[src/rtl/counter_cin_driver.sv]
// Burst generator for the cin count-enable of counter_ipcore, with a shadow model
// of the target count used to check the returned cout and tally its rising edges.
module counter_cin_driver #(
    parameter int unsigned CNT_W   = 4,
    parameter int unsigned PER_W   = 8,
    parameter int unsigned BURST_W = 8
) (
    input  logic               i_clk,
    input  logic               i_rst,
    input  logic               i_start,
    input  logic [PER_W-1:0]   i_period,
    input  logic [BURST_W-1:0] i_burst,
    input  logic               i_chk_en,
    input  logic               i_cout,
    output logic               o_cin,
    output logic               o_busy,
    output logic               o_done,
    output logic [BURST_W-1:0] o_pulse_cnt,
    output logic [BURST_W-1:0] o_carry_cnt,
    output logic               o_carry_err
);

    typedef enum logic [1:0] {
        S_IDLE = 2'd0,
        S_RUN  = 2'd1,
        S_DONE = 2'd2
    } state_t;

    state_t             r_state;
    state_t             w_state_nx;
    logic [PER_W-1:0]   r_per;
    logic [PER_W-1:0]   r_gap;
    logic [BURST_W-1:0] r_n;
    logic [BURST_W-1:0] r_pulse_cnt;
    logic [BURST_W-1:0] r_carry_cnt;
    logic [CNT_W-1:0]   r_m;
    logic               r_cin;
    logic               r_cout_d;
    logic               r_carry_err;
    logic [PER_W-1:0]   w_per_eff;
    logic               w_accept;
    logic               w_fire;
    logic               w_exp_cout;
    logic               w_cout_rise;

    assign w_per_eff   = (i_period == '0) ? PER_W'(1) : i_period;
    assign w_accept    = (r_state == S_IDLE) && i_start;
    // Gap counter reaches 1 in the cycle before each pulse; it holds 0 only when P=1.
    assign w_fire      = (r_state == S_RUN) && (r_pulse_cnt != r_n) && (r_gap <= PER_W'(1));
    assign w_exp_cout  = (r_m == '1);
    assign w_cout_rise = i_cout && !r_cout_d;

    always_ff @(posedge i_clk) begin
        if (i_rst) r_state <= S_IDLE;
        else       r_state <= w_state_nx;
    end

    always_comb begin
        w_state_nx = r_state;
        case (r_state)
            S_IDLE: if (i_start) w_state_nx = (i_burst != '0) ? S_RUN : S_DONE;
            S_RUN:  if (r_pulse_cnt == r_n) w_state_nx = S_DONE;
            S_DONE: w_state_nx = S_IDLE;
            default: w_state_nx = S_IDLE;
        endcase
    end

    always_ff @(posedge i_clk) begin
        if (i_rst) begin
            r_per       <= '0;
            r_gap       <= '0;
            r_n         <= '0;
            r_pulse_cnt <= '0;
            r_cin       <= 1'b0;
        end else begin
            r_cin <= 1'b0;
            if (w_accept) begin
                r_per       <= w_per_eff;
                r_n         <= i_burst;
                r_gap       <= w_per_eff - PER_W'(1);
                r_pulse_cnt <= '0;
                // With P=1 the first pulse lands in the very next cycle.
                if ((i_burst != '0) && (w_per_eff == PER_W'(1))) begin
                    r_cin       <= 1'b1;
                    r_pulse_cnt <= BURST_W'(1);
                end
            end else if (w_fire) begin
                r_cin       <= 1'b1;
                r_pulse_cnt <= r_pulse_cnt + BURST_W'(1);
                r_gap       <= r_per;
            end else if ((r_state == S_RUN) && (r_gap != '0)) begin
                r_gap <= r_gap - PER_W'(1);
            end
        end
    end

    always_ff @(posedge i_clk) begin
        if (i_rst) begin
            r_m         <= '0;
            r_cout_d    <= 1'b0;
            r_carry_cnt <= '0;
            r_carry_err <= 1'b0;
        end else begin
            r_m      <= r_m + CNT_W'(r_cin);
            r_cout_d <= i_cout;
            if (w_accept)
                r_carry_cnt <= '0;
            else if (w_cout_rise && (r_carry_cnt != '1))
                r_carry_cnt <= r_carry_cnt + BURST_W'(1);
            if (i_chk_en && (i_cout != w_exp_cout))
                r_carry_err <= 1'b1;
        end
    end

    assign o_cin       = r_cin;
    assign o_busy      = (r_state == S_RUN);
    assign o_done      = (r_state == S_DONE);
    assign o_pulse_cnt = r_pulse_cnt;
    assign o_carry_cnt = r_carry_cnt;
    assign o_carry_err = r_carry_err;

endmodule

[config.mk]
export PLATFORM = sky130hd
export DESIGN_NAME = counter_cin_driver
export DESIGN_NICKNAME = d
export VERILOG_FILES = /design/src/rtl/counter_cin_driver.sv
export SDC_FILE = /design/constraint.sdc
export NUM_CORES = 1
export LEC_CHECK = 0
export ABC_AREA = 1
export ABC_CLOCK_PERIOD_IN_PS = 1610
export BUFFER_PORTS_ARGS = -buffer_cell sky130_fd_sc_hd__buf_2
export CORE_ASPECT_RATIO = 1.4
export CORE_MARGIN = 2
export CORE_UTILIZATION = 25
export CTS_CLUSTER_DIAMETER = 100
export CTS_CLUSTER_SIZE = 12
export DETAILED_ROUTE_END_ITERATION = 10
export SYNTH_ARGS = -nofsm -noshare
export SYNTH_HDL_FRONTEND = slang
export SYNTH_SLANG_ARGS = --single-unit
[constraint.sdc]
create_clock -name i_clk -period 1.61 [get_ports i_clk]
set_input_delay 0.322 -clock i_clk [delete_from_list [all_inputs] [get_ports i_clk]]
set_output_delay 0.322 -clock i_clk [all_outputs]
set_load 0.1 [all_outputs]
==> impl_metrics.json <==
{
  "status": "finished clean",
  "drc_errors": 0,
  "synthTopCellsByArea": "dfxtp_1, nand2_1, nor2_1",
  "hold_depth": 3,
  "ant_nets": 0,
  "start_util": 0.253,
  "grt_pass1_wl_microns": 12600,
  "final_common_cell": "nand2_1",
  "crit_family": "simple AND/OR/NAND/NOR gates",
  "worst_pin_slew_ns": 0.495,
  "cp-end-kind": "flop",
  "final_cells": 622,
  "leakage_uw": 0.00173,
  "cp.required_ns": 1.80,
  "cts_htree_levels": 2,
  "slew_violations": 0,
  "rrSetupSlack_ns": 0.06,
  "max_freq_mhz": 646,
  "wl_microns": 7460,
  "cts_tree": "done",
  "grt.overflow.total": 0,
  "hold_viol_final": 0,
  "dr.pass1.iters": 4,
  "diodes": 0,
  "ys.flop_type": "dfxtp_1",
  "setup_violations": 0,
  "peakVddDrop_v": 0.000536,
  "ys_types": 34,
  "cts-root-buf": "clkbuf_16",
  "dieHeight_microns": 128,
  "wl_per_cell_microns": 12.0,
  "clkTransAtPathRegs_ns": 0.07,
  "grt_use_total": 0.132,
  "placement.io_buffers": 40,
  "power_uw": 3930,
  "slowest_stage": "dfxtp_2",
  "layout_common_cells": "nand2_1, nor2_1, inv_1",
  "post-route-min-period_ns": 1.55,
  "insertion_delay_ns": 0.30,
  "route.vias.total": 2784,
  "hp-start": "i_chk_en",
  "boundaryPins": 41,
  "syn_inst": 398,
  "endpoint": "r_gap[3]",
  "crit_chain": "xnor2_2 > nand2_1 > nor2_2 > nand2_2 > buf_4 > nand2_1 > inv_2 > nand3_1 > nand2_1 > nor2_1 > nor2_1",
  "crit_buf_inv": 2,
  "skew_ns": 0.00444,
  "antenna_found_initial": 0,
  "grt_max_degree": 25,
  "rows": 45,
  "final.setup.tns_ns": 0,
  "dpl.cell_count": 608,
  "die_w_microns": 92.2,
  "numCtsBuffers": 5,
  "cp-start-kind": "flop",
  "slew_headroom": 0.672,
  "fin_crit_sh": 0.962,
  "finish.utilization": 0.355,
  "critPathMaxStageDelay_ns": 0.34,
  "synth_top_area_cell": "dfxtp_1",
  "crit_fanout": 5,
  "maxCapViolCount": 0,
  "yosys_register_bits": 49,
  "clockBufferDepth": 2,
  "r2r_cells": 11,
  "ys_warn_count": 0,
  "crit_cells": 11,
  "drive_above_1_share": 0.333,
  "cts.sinks": 49,
  "synth_top_area_frac": 0.360,
  "synth_edf_count": 0,
  "area_growth_pct": 40.1,
  "viasPerCell": 4.48,
  "post-dp-hpwl_microns": 5750,
  "dieArea_sq_mm": 0.0118,
  "cp-startpoint": "r_n[7]",
  "grt_pass1_vias": 2731,
  "path_class": "flop to flop",
  "synth_fp_nets": 427,
  "async_reset_ff_frac": 0,
  "holdCritPathClass": "input port to flop",
  "num-nets-final": 509,
  "arrival_ns": 1.74,
  "core_area_sq_mm": 0.0108,
  "rsz0062_at_grt": "yes",
  "ys_seq_area_frac": 0.360,
  "drt_iter0_markers": 117,
  "gp_congestion": 0.789,
  "regToRegStartpoint": "r_n[7]",
  "r2r-end": "r_gap[3]",
  "syn_avg_cell_area_sq_um": 6.85,
  "crit_top_cell": "nand2_1",
  "netlist_area_sq_mm": 0.00273,
  "p_per_area_mw_per_mm2": 1030
}
through the flow:
stage / instance area, sq um / setup slack [ns] / hold WS, ns
2_1_floorplan: 2810 / -0.134 / 0.439
3_3_place_gp: 3490 / -0.0906 / 0.451
3_5_place_dp: 3490 / -0.109 / 0.457
4_1_cts: 3670 / 0.00331 / 0.265
5_1_grt: 3820 / -0.0122 / 0.279
6_report: 3820 / 0.0617 / 0.271
routing by layer:
metal	up-vias	part of all wire	track usage
li1	1444	-	-
met2	55	0.53	0.244
met3	11	0.038	0.0265
met1	1274	0.42	0.151
met4	0	0.019	0.0421
met5	-	0	0
worst min-delay path by stage:
stage	endpoint	slack, ns
after CTS	r_n[2]	0.26
after floorplan	r_m[3]	0.44
final	o_carry_err	0.27
after detailed placement	r_per[6]	0.46
after global routing	o_carry_err	0.28
after global placement	r_per[6]	0.45
power breakdown:
part / internal [uW] / switching [uW] / leakage (uW) / total (uW)
clock network: 747 / 504 / 0.0000859 / 1250
logic: 516 / 758 / 0.00123 / 1270
registers: 1300 / 95.9 / 0.000415 / 1400
total: 2570 / 1360 / 0.00173 / 3930
area by class of cell:
type | count | area [sq um]
sequential | 49 | 1040
inverter | 53 | 199
multi-input combinational | 284 | 1610
tap | 141 | 176
fill | 1149 | 6940
timing repair buffer | 87 | 619
clock buffer | 5 | 125
clock inverter | 3 | 50.0
flip-flops by register name, summed over array words and instances, names as in the netlist:
register,flops
o_pulse_cnt,8
o_cin,1
r_n,8
r_m,4
o_carry_cnt,8
o_carry_err,1
r_cout_d,1
r_per,8
r_gap,8
r_state,2
Yosys cell counts (3+ instances only):
| library cell | instances |
|---|---|
| dfxtp_1 | 49 |
| xor2_1 | 9 |
| o21ai_2 | 3 |
| clkbuf_1 | 6 |
| a21oi_1 | 31 |
| nor2_1 | 55 |
| nor3_1 | 4 |
| nor2_2 | 4 |
| buf_2 | 3 |
| nand3_1 | 28 |
| ha_1 | 8 |
| o21ai_0 | 21 |
| nand2_1 | 80 |
| o21ai_1 | 7 |
| xnor2_1 | 10 |
| nand4_1 | 7 |
| inv_1 | 52 |
worst reg2reg max path: cells and delay by family, from the launching register on:
kind | cells | cell delay, ns
buf+inv | 2 | 0.23
simple gates | 8 | 0.70
flops | 1 | 0.34
xor+xnor | 1 | 0.18
repair_timing:
action | CTS | global route
hold buffers | 0 | 0
gates resized for setup | 3 | 31
endpoints found under the setup margin | 9 | 23
pin swaps | 1 | 14
setup buffers | 0 | 7
logic make-up (layout without fill, tap and decap cells):
family / count (synthesis) / count (layout) / synth area share
buf+inv: 65 / 148 / 0.0964
fa+ha+maj: 8 / 8 / 0.0367
xor+xnor: 19 / 19 / 0.0611
compound gates: 67 / 67 / 0.132
flops: 49 / 49 / 0.360
simple gates: 190 / 190 / 0.314
No activity file was read; power rests on OpenSTA's default activity.
